[config.mk]
export PLATFORM = sky130hd
export DESIGN_NAME = pong_game_ctrl
export DESIGN_NICKNAME = d
export VERILOG_FILES = /design/src/rtl/pong_game_ctrl.sv
export SDC_FILE = /design/constraint.sdc
export NUM_CORES = 1
export LEC_CHECK = 0
export CORE_MARGIN = 2
export CORE_UTILIZATION = 51
export CTS_CLUSTER_DIAMETER = 200
export CTS_CLUSTER_SIZE = 10
export DETAILED_ROUTE_END_ITERATION = 6
export MAX_ROUTING_LAYER = met4
export PLACE_DENSITY = 0.78
export SYNTH_ARGS = -nofsm -noshare
export SYNTH_HDL_FRONTEND = slang
export SYNTH_SLANG_ARGS = --single-unit
[constraint.sdc]
create_clock -name clk -period 4.25 [get_ports clk]
set_input_delay 0.6375 -clock clk [delete_from_list [all_inputs] [get_ports clk]]
set_output_delay 0.6375 -clock clk [all_outputs]
set_load 0.01 [all_outputs]
[src/rtl/pong_game_ctrl.sv]
// -----------------------------------------------------------------------------
// pong_game_ctrl
//   Game-flow sequencer for the pong datapath. It steps through idle/attract,
//   serve countdown, rally, point pause and game over. It gates ball motion,
//   requests ball recentering, chooses the serve direction and keeps score.
//   Every timed phase is counted in frames using the one-clk frame_tick pulse.
//
// Ports
//   clk         in   1        pixel clock (single clock domain)
//   rst_n       in   1        asynchronous reset, active low
//   frame_tick  in   1        one-clk pulse per frame, synchronous to clk
//   start       in   1        debounced start button, level
//   miss_l      in   1        one-clk pulse: ball passed the left paddle
//   miss_r      in   1        one-clk pulse: ball passed the right paddle
//   ball_run    out  1        1 = ball datapath may advance on frame ticks
//   ball_reset  out  1        one-clk pulse: recentre ball, load serve_dir
//   serve_dir   out  2        00 up_l, 01 dw_l, 10 dw_r, 11 up_r
//   score_l     out  SCORE_W  left player score
//   score_r     out  SCORE_W  right player score
//   game_over   out  1        1 while in OVER
//   winner      out  1        0 = left, 1 = right (valid while game_over)
//   state       out  3        current FSM state (IDLE 0 .. OVER 4)
//
// Handshake note: there is no valid/ready pair on this block. The outputs
// are plain registered levels. ball_reset is a single-cycle strobe, and the
// datapath acts on it in the cycle it is high.
// -----------------------------------------------------------------------------
module pong_game_ctrl #(
    parameter int WIN_SCORE    = 7,
    parameter int SERVE_FRAMES = 60,
    parameter int POINT_FRAMES = 90,
    parameter int SCORE_W      = 4
) (
    input  logic               clk,
    input  logic               rst_n,
    input  logic               frame_tick,
    input  logic               start,
    input  logic               miss_l,
    input  logic               miss_r,
    output logic               ball_run,
    output logic               ball_reset,
    output logic [1:0]         serve_dir,
    output logic [SCORE_W-1:0] score_l,
    output logic [SCORE_W-1:0] score_r,
    output logic               game_over,
    output logic               winner,
    output logic [2:0]         state
);

    // A frame count of 0 would make a phase last no time, so it is treated as 1.
    localparam int SF   = (SERVE_FRAMES < 1) ? 1 : SERVE_FRAMES;
    localparam int PF   = (POINT_FRAMES < 1) ? 1 : POINT_FRAMES;
    localparam int MAXF = (SF > PF) ? SF : PF;
    localparam int CW   = $clog2(MAXF + 1);

    localparam logic [CW-1:0]      SF_C  = CW'(SF);
    localparam logic [CW-1:0]      PF_C  = CW'(PF);
    localparam logic [CW-1:0]      ONE_C = CW'(1);
    localparam logic [SCORE_W-1:0] WIN_C = SCORE_W'(WIN_SCORE);

    localparam logic [1:0] DIR_UP_L = 2'b00;
    localparam logic [1:0] DIR_UP_R = 2'b11;

    typedef enum logic [2:0] {
        S_IDLE  = 3'd0,
        S_SERVE = 3'd1,
        S_PLAY  = 3'd2,
        S_POINT = 3'd3,
        S_OVER  = 3'd4
    } state_t;

    state_t             r_state;
    logic [CW-1:0]      r_cnt;
    logic               r_start_q;
    logic               r_start_armed;
    logic               r_ball_run;
    logic               r_ball_reset;
    logic [1:0]         r_serve_dir;
    logic [SCORE_W-1:0] r_score_l;
    logic [SCORE_W-1:0] r_score_r;
    logic               r_game_over;
    logic               r_winner;

    logic               w_start_rise;
    logic               w_cnt_last;
    logic [SCORE_W-1:0] w_score_l_nxt;
    logic [SCORE_W-1:0] w_score_r_nxt;

    // r_start_armed is cleared by reset. It is set again only after start has
    // been seen low. Without it, a button held down through reset release would
    // look like a fresh press, because r_start_q comes out of reset at 0.
    assign w_start_rise  = start & ~r_start_q & r_start_armed;
    assign w_cnt_last    = (r_cnt <= ONE_C);
    assign w_score_l_nxt = r_score_l + SCORE_W'(1);
    assign w_score_r_nxt = r_score_r + SCORE_W'(1);

    always_ff @(posedge clk or negedge rst_n) begin
        if (!rst_n) begin
            r_state       <= S_IDLE;
            r_cnt         <= '0;
            r_start_q     <= 1'b0;
            r_start_armed <= 1'b0;
            r_ball_run    <= 1'b0;
            r_ball_reset  <= 1'b0;
            r_serve_dir   <= DIR_UP_R;
            r_score_l     <= '0;
            r_score_r     <= '0;
            r_game_over   <= 1'b0;
            r_winner      <= 1'b0;
        end else begin
            r_start_q    <= start;
            r_ball_reset <= 1'b0;
            if (!start) begin
                r_start_armed <= 1'b1;
            end

            case (r_state)
                S_IDLE, S_OVER: begin
                    r_ball_run <= 1'b0;
                    if (w_start_rise) begin
                        r_state      <= S_SERVE;
                        r_score_l    <= '0;
                        r_score_r    <= '0;
                        r_game_over  <= 1'b0;
                        r_serve_dir  <= DIR_UP_R;
                        r_ball_reset <= 1'b1;
                        r_cnt        <= SF_C;
                    end
                end

                S_SERVE: begin
                    r_ball_run <= 1'b0;
                    if (frame_tick) begin
                        if (w_cnt_last) begin
                            r_cnt      <= '0;
                            r_state    <= S_PLAY;
                            r_ball_run <= 1'b1;
                        end else begin
                            r_cnt <= r_cnt - ONE_C;
                        end
                    end
                end

                // A miss takes priority over a frame_tick in the same clk.
                // Misses on both sides at once cancel each other: no score
                // changes and the serve direction stays as it was.
                S_PLAY: begin
                    r_ball_run <= 1'b1;
                    if (miss_l || miss_r) begin
                        r_ball_run <= 1'b0;
                        r_state    <= S_POINT;
                        r_cnt      <= PF_C;
                        if (miss_l && !miss_r) begin
                            r_serve_dir <= DIR_UP_L;
                            if (r_score_r < WIN_C) begin
                                r_score_r <= w_score_r_nxt;
                            end
                            if (w_score_r_nxt >= WIN_C) begin
                                r_state     <= S_OVER;
                                r_game_over <= 1'b1;
                                r_winner    <= 1'b1;
                            end
                        end else if (miss_r && !miss_l) begin
                            r_serve_dir <= DIR_UP_R;
                            if (r_score_l < WIN_C) begin
                                r_score_l <= w_score_l_nxt;
                            end
                            if (w_score_l_nxt >= WIN_C) begin
                                r_state     <= S_OVER;
                                r_game_over <= 1'b1;
                                r_winner    <= 1'b0;
                            end
                        end
                    end
                end

                S_POINT: begin
                    r_ball_run <= 1'b0;
                    if (frame_tick) begin
                        if (w_cnt_last) begin
                            r_ball_reset <= 1'b1;
                            r_cnt        <= SF_C;
                            r_state      <= S_SERVE;
                        end else begin
                            r_cnt <= r_cnt - ONE_C;
                        end
                    end
                end

                default: begin
                    r_state    <= S_IDLE;
                    r_ball_run <= 1'b0;
                end
            endcase
        end
    end

    assign ball_run   = r_ball_run;
    assign ball_reset = r_ball_reset;
    assign serve_dir  = r_serve_dir;
    assign score_l    = r_score_l;
    assign score_r    = r_score_r;
    assign game_over  = r_game_over;
    assign winner     = r_winner;
    assign state      = r_state;

endmodule

# Word level (Yosys, flattened, before mapping)
# Index checks and enable logic that the tools add are counted.
dict set report totals {
  in_bits 6
  elab_cells 108
  ff_bits 26
}
dict set report op_classes {
  add_sub_neg 3
  reduce_logical 18
  magnitude_cmp 5
  n_bitwise 3
  mux 49
  eq_ne 19
}
# operator n
set ops {}
lappend ops {{$mux W7} 6}
lappend ops {{$mux W4} 8}
lappend ops {{$mux W3} 10}
lappend ops {{$pmux W7 S4} 1}
lappend ops {{$ne A2 B2 Y1 const B} 11}
lappend ops {{$reduce_and A6 Y1} 3}
lappend ops {{$pmux W4 S2} 2}
lappend ops {{$reduce_and A5 Y1} 3}
lappend ops {{$mux W1} 13}
lappend ops {{$pmux W3 S4} 1}
lappend ops {{$ne A3 B3 Y1 const B} 3}
lappend ops {{$add A4 B1 Y4 const B} 2}
lappend ops {{$ge A4 B3 Y1 const B} 2}
lappend ops {{$lt A4 B3 Y1 const B} 2}
lappend ops {{$mux W2} 4}
lappend ops {{$le A7 B1 Y1 const B} 1}
lappend ops {{$sub A7 B1 Y7 const B} 1}
lappend ops {{$eq A3 B2 Y1 const B} 2}
lappend ops {{$pmux W1 S2} 3}
lappend ops {{$reduce_bool A2 Y1} 3}
lappend ops {{$pmux W2 S2} 1}
lappend ops {{$reduce_and A4 Y1} 1}
lappend ops {{$reduce_bool A4 Y1} 1}
lappend ops {{$eq A3 B1 Y1 const B} 1}
lappend ops {{other kinds (9)} 12}

# Longest topological paths before layout
# Gate-level depths: netlist (run 1).
dict set report depth {
  ltp_word 7
  mapped_depth 8
  depth_no_buf 7
}

# Worst setup path after synthesis (run 1)
# OpenSTA, ideal clock, no wires.
dict set report synth_timing {
  path_kind {input port to flip-flop}
  startpoint {input port miss_l}
  endpoint {register r_state[0], in the netlist state[0]}
  arrival_time_ps 1806
  setup_time_ps 66
  path_buffers 1
  cell_stages 8
  setup_slack_ps 2377
  t_required_ps 4184
  cell_sequence {inv_1 ha_1 clkbuf_1 nand4bb_1 o221ai_1 nor2_1 a221oi_1 o31a_1}
}
dict set report synth_between {
  elab_chain_len 6
  word_cells_on_any_way 10
  cone_classes {eq/ne (1); mux (4); reduce/logical (5)}
}
# item line
set synth_lines {}
lappend synth_lines {{from (decl)} 38} ;# input logic miss_l,
lappend synth_lines {{$logic_not A1 Y1} 163} ;# end else if (miss_r && !miss_l) begin
lappend synth_lines {{$logic_and A1 B1 Y1} 163}
lappend synth_lines {{$mux W3} 163}
lappend synth_lines {{$mux W3} 153} ;# if (miss_l && !miss_r) begin
lappend synth_lines {{$mux W3} 149} ;# if (miss_l || miss_r) begin
lappend synth_lines {{$pmux W3 S4} 117} ;# case (r_state)
lappend synth_lines {{to (signal assigned)} 121} ;# r_state <= S_SERVE;
lappend synth_lines {{to (signal assigned)} 151} ;# r_state <= S_POINT;
lappend synth_lines {{to (signal assigned)} 159} ;# r_state <= S_OVER;
lappend synth_lines {{to (decl)} 72} ;# state_t r_state;
# Parallel ways exist; a longest one is shown, timed or not. The select of a mux whose other input is x is not followed.
# A chain may end at the register's enable or synchronous reset.

# Worst setup path after layout (run 1)
dict set report layout_timing {
  startpoint {register r_state[0], in the netlist state[0]}
  endpoint {output port state[0]}
}
# item line
set layout_lines {}
lappend layout_lines {{from (signal assigned)} 99} ;# r_state <= S_IDLE;
lappend layout_lines {{from (signal assigned)} 121}
lappend layout_lines {{from (signal assigned)} 136} ;# r_state <= S_PLAY;
lappend layout_lines {{to (decl)} 47} ;# output logic [2:0] state
# No word-level cell between the ends.

==> flow_summary.ini, run 1 <==
[finish]
final_net_count = 209
drive_gt1_frac = 0.0518
design_area_sq_um = 1800
final_cells = 226
diodes = 0
num-fill-cells = 257
synthToLayoutAreaGrowth_pct = 14.9

[placement]
portBuffers = 22
dpl-instance-area_sq_um = 1770
place_inst = 222
place_congestion = 0.887
dp_hpwl_mm = 2.56

[floorplan]
std_cell_rows = 20
die_area_sq_um = 3530
pin_count = 23
core_sq_um = 2980
die_x_um = 59.4
start_util = 0.526
die_height_um = 59.4

[timing]
fmax_mhz = 449
skew_ps = 4.57
final_hold_viol_count = 0
min_period_ps = 2230
rsz0062_at_grt = no
period_share = 0.524
slew_viol_final = 0
slew_headroom = 0.249
setup_tns_ps = 0
tightest_slew_ps = 1120
setup_viol = 0

[global_routing]
overflow = 0
first_global_vias = 1346
track_usage = 0.226
use_met1 = 0.282
grt_pass1_wl_mm = 5.90
use_met3 = 0.0306
antenna_found_initial = 0
use_met2 = 0.350
grt_max_degree = 26
grt_busiest_layer = met2

[synth]
ys_warn_count = 0
synth-edff-count = 0
synthTopCellsByCount = dfrtp_1 (24), nand2_1 (18), o21ai_0 (14), inv_1 (13), nor2_1 (13)
synth_cell_types = 46
synth_top_area_cell = dfrtp_1
synthTopCellsByArea = dfrtp_1 (38%), ha_1 (7.2%), o21ai_0 (4.5%)
synthArstFlopShare = 1.00
syn_area_sq_um = 1570
synth.avg_cell_area_sq_um = 9.00
synth-seq-cells = 25
synth_top_area_frac = 0.384
synth-main-ff-cell = dfrtp_1
syn_nets = 189
yosysMostFrequentCell = dfrtp_1
synthCells = 174
ys_seq_area_frac = 0.400

[worst_setup_path]
path_cells = clkdlybuf4s50_1
rr_worst_depth = 5
critical_path_class = reg -> out
slowest_delay_ps = 640
start_kind = register
arrival_ps = 1590
worstPathRequired_ps = 3610
critical_path.slowest_cell = dfrtp_1
path_delay_family = flip-flops
worstPathMaxFanout = 14
cp.depth = 1
critPathCaptureType = primary output
cp_num_buf_inv = 1

[clocking]
htree_levels = 1
post-cts-setup-buffers = 0
cts_tree = done
numCtsBuffers = 3
holdBufCountCts = 0
clk_pin_slew_ps = 130
clock_latency_ps = 330
clk_path_buf_depth = 2
cts_num_sinks = 25
ctsResizeCount = 0
root_buffer = clkbuf_4

[detailed_routing]
vias_per_cell = 6.19
drc_errors = 0
drtIter0Drc = 67
ant_nets = 0
vias = 1399
dr.pass1.iters = 4
avgRoutedWirePerCell_um = 15.4
wl_mm = 3.48

[power_and_ir_drop]
power_density_nw_per_um2 = 324
netSwitchingFraction = 0.335
leakagePower_nw = 0.754
comb_power_share = 0.282
internal-power_w = 0.000388
p_clk_frac = 0.185
max-vdd-ir-drop_v = 0.000193
pwr-share-seq = 0.533
switching_power_w = 0.000195

[worst_hold_path]
whs_path_depth = 1
hold_path_class = reg -> reg

[job]
maxCapViolations = 0

[run_status]
status = finished, final reports clean
## cells by family after synthesis
family,count (synthesis),synth area share
and+or+nand+nor,60,0.192
AOI/OAI and AO/OA,59,0.265
DFF,25,0.400
buffers and inverters,20,0.0655
adders and majority gates,9,0.0719
xor gates and xnor gates,1,0.00560
## cell usage in the layout (no fill, tap or decap), drive strengths merged, types with 2 or more instances in the layout
cell / Yosys / layout
a22oi: 2 / 2
o21ai: 17 / 17
nor2: 13 / 13
a31oi: 6 / 6
o21a: 3 / 3
nor3: 3 / 3
nand3: 10 / 10
o31ai: 6 / 6
a211oi: 2 / 2
inv: 13 / 13
nand2: 18 / 18
nor4: 2 / 2
o221ai: 2 / 2
a2bb2oi: 2 / 2
clkbuf: 2 / 4
ha: 9 / 9
a21oi: 10 / 10
and2: 2 / 2
dfrtp: 24 / 24
nand2b: 2 / 2
clkdlybuf4s50: 0 / 22
nor2b: 2 / 2
nor3b: 2 / 2
## area by class of cell
| type | count | area [sq um] | area share |
|---|---|---|---|
| timing repair buffer | 22 | 220 | 0.122 |
| inverter | 13 | 48.8 | 0.0271 |
| multi-input combinational | 129 | 836 | 0.465 |
| sequential | 25 | 627 | 0.348 |
| clock buffer | 4 | 26.3 | 0.0146 |
| tap | 33 | 41.3 | 0.0229 |
## metrics by stage
step	setup slack (ps)	utilization	hold WS, ps	power, W
after global placement	1890	0.595	441	0.000469
after detailed placement	1770	0.595	447	0.000479
after global routing	1930	0.604	508	0.000620
final	2020	0.604	473	0.000583
after floorplan	2380	-	342	0.000410
after CTS	2050	0.604	479	0.000587
## sequential cells by signal, summed over array words and instances (netlist names)
name	count
r_cnt	7
score_l	4
score_r	4
state	3
ball_reset	1
ball_run	1
game_over	1
r_start_armed	1
r_start_q	1
serve_dir	1
winner	1
## final timing paths
kind,start,to,slack [ps]
min in group asynchronous,rst_n,game_over$_DFFE_PN0P_,900
worst min-delay path,r_start_armed$_DFFE_PN0N_,r_start_armed$_DFFE_PN0N_,470
max in group asynchronous,rst_n,r_cnt[2]$_DFFE_PN0P_,2690
worst min register to register,r_start_armed$_DFFE_PN0N_,r_start_armed$_DFFE_PN0N_,470
worst max register to register,state[0]$_DFFE_PN0P_,r_cnt[6]$_DFFE_PN0P_,2190
worst max-delay path,state[0]$_DFFE_PN0P_,state[0],2020
## power groups by stage
stage	Sequential, W	Clock (W)	Combinational [W]
CTS	0.000311	0.000112	0.000165
floorplan	0.000315	0	0.0000948
detailed placement	0.000315	0	0.000164
finish	0.000311	0.000108	0.000164
global route	0.000319	0.000117	0.000184
global placement	0.000313	0	0.000156
## per-layer routing
layer / part of all wire / up-vias / wire (um)
li1: - / 667 / -
met3: 0.046 / 15 / 160
met4: 0.032 / 0 / 113
met2: 0.49 / 53 / 1700
met1: 0.43 / 664 / 1510
met5: 0 / - / 0
Power figures use the tool's default switching activity.
==> inputs of run 2 (changes only) <==
Settings changed: CORE_UTILIZATION 51 to 48, PLACE_DENSITY 0.78 to 0.77.
Clock period 4.25 ns to 1.99 ns, I/O delays scaled along.
==> flow_summary.ini, run 2 (synthesis gave the netlist of run 1 again) <==
[worst_setup_path]
critical_path_class = reg -> reg
arrival_ps = 2100
worstPathRequired_ps = 2220
slowest_delay_ps = 460
critPathCaptureType = register
start_kind = register
worstPathMaxFanout = 6
path_cells = ha_1 > inv_1 > a2bb2oi_1 > a31oi_1 > a22oi_1 > a211o_1
critical_path.slowest_cell = dfrtp_1

[placement]
pre_cts_ws_ps = -26.1
place_congestion = 1.03
portBuffers = 22
dpl-instance-area_sq_um = 1880
dp_hpwl_mm = 2.88

[detailed_routing]
dr.pass1.iters = 4
vias_per_cell = 5.81
ant_nets = 0
drtIter0Drc = 83
wl_mm = 3.72
vias = 1446
avgRoutedWirePerCell_um = 14.9
drc_errors = 0

[finish]
design_area_sq_um = 1910
final_common_cell = dfrtp_1
largest_reg_flops = 7
diodes = 0
final_util = 0.620
final_net_count = 221
synthToLayoutAreaGrowth_pct = 21.8
layout_common_cells = dfrtp_1 (24), clkdlybuf4s50_1 (22), nand2_1 (18)
drive_gt1_frac = 0.112
largest_register = r_cnt

[timing]
skew_ps = 6.70
min_period_ps = 1860
fin_ws_ps = 126
period_share = 0.937
tightest_slew_ps = 433
slew_viol_final = 0
slew_headroom = 0.710
final_hold_viol_count = 0
fmax_mhz = 536
rsz0062_at_grt = no
setup_viol = 0
setup_tns_ps = 0

[clocking]
clock_latency_ps = 330
ctsResizeCount = 0
htree_levels = 1
post-cts-setup-buffers = 0
clk_path_buf_depth = 2
clk_pin_slew_ps = 140
numCtsBuffers = 3
holdBufCountCts = 0
root_buffer = clkbuf_4
cts_tree = done
cts_num_sinks = 25

[power_and_ir_drop]
comb_power_share = 0.285
leakagePower_nw = 0.811
p_clk_frac = 0.187
max-vdd-ir-drop_v = 0.000379
power_density_nw_per_um2 = 663
pwr-share-seq = 0.528
switching_power_w = 0.000433
netSwitchingFraction = 0.342
internal-power_w = 0.000831

[floorplan]
pin_count = 23
die_height_um = 61.1
start_util = 0.509
std_cell_rows = 20
die_area_sq_um = 3730
core_sq_um = 3080
die_x_um = 61.1

[global_routing]
grt_pass1_wl_mm = 6.18
grt_max_degree = 26
antenna_found_initial = 0
first_global_vias = 1373
track_usage = 0.228
overflow = 0

[job]
maxCapViolations = 0

[worst_hold_path]
hold_path_class = in -> async

[run_status]
status = finished, final reports clean
==> run 2: cell types whose count changed in the layout (fill, tap and decap cells not counted), sizes merged <==
cell / delta
buf: +12
clkinvlp: +1
clkbuf: -1
==> run 2: final timing paths <==
| path | start | end | slack, ps | cells after the start |
|---|---|---|---|---|
| worst min-delay path | rst_n | r_start_armed$_DFFE_PN0N_ | 310 | 2 |
| min in group clk | start | r_start_q$_DFF_PN0_ | 460 | 1 |
| worst max-delay path | score_r[0]$_DFFE_PN0P_ | state[1]$_DFFE_PN0P_ | 130 | 6 |
| worst max register to register | score_r[0]$_DFFE_PN0P_ | state[1]$_DFFE_PN0P_ | 130 | 6 |
| max in group asynchronous | rst_n | serve_dir[0]$_DFFE_PN1P_ | 1370 | 2 |
| worst min register to register | r_start_armed$_DFFE_PN0N_ | r_start_armed$_DFFE_PN0N_ | 490 | 1 |
==> run 2: final cells by class <==
type | count | area, sq um
clock buffer | 3 | 22.5
sequential | 25 | 627
clock inverter | 1 | 7.51
timing repair buffer | 34 | 310
tap | 44 | 55.1
inverter | 13 | 48.8
multi-input combinational | 129 | 836
fill | 276 | 1170
==> run 2: stage by stage <==
stage,power [W],hold slack [ps],std cells
2_1_floorplan,0.000875,2.91,174
3_3_place_gp,0.00101,442,245
3_5_place_dp,0.00103,454,245
4_1_cts,0.00127,323,249
5_1_grt,0.00134,346,249
6_report,0.00126,312,249
==> run 2: layer usage <==
layer,vias up,share of wire,track usage
met4,0,0.019,0.0994
met2,65,0.48,0.353
met3,8,0.056,0.0210
met5,-,0,-
li1,695,-,-
met1,678,0.45,0.305
==> run 2: power by group through the flow <==
stage,sequential (W),clock (W),combinational (W)
5_1_grt,0.000681,0.000263,0.000398
6_report,0.000668,0.000236,0.000360
3_5_place_dp,0.000677,0,0.000355
2_1_floorplan,0.000673,0,0.000202
4_1_cts,0.000666,0.000247,0.000357
3_3_place_gp,0.000670,0,0.000343
==> run 2: worst max-delay path, delay by kind of cell (launching register included) <==
family,cells,cell delay (ps)
compound gates,4,910
flops,1,460
fa+ha+maj,1,280
buf+inv,1,110
==> inputs of run 3 (changes only) <==
Settings changed: ABC_CLOCK_PERIOD_IN_PS set to 1990.
==> results of run 3 <==
No change in the layout: final DEF, timing and power equal those of run 2.
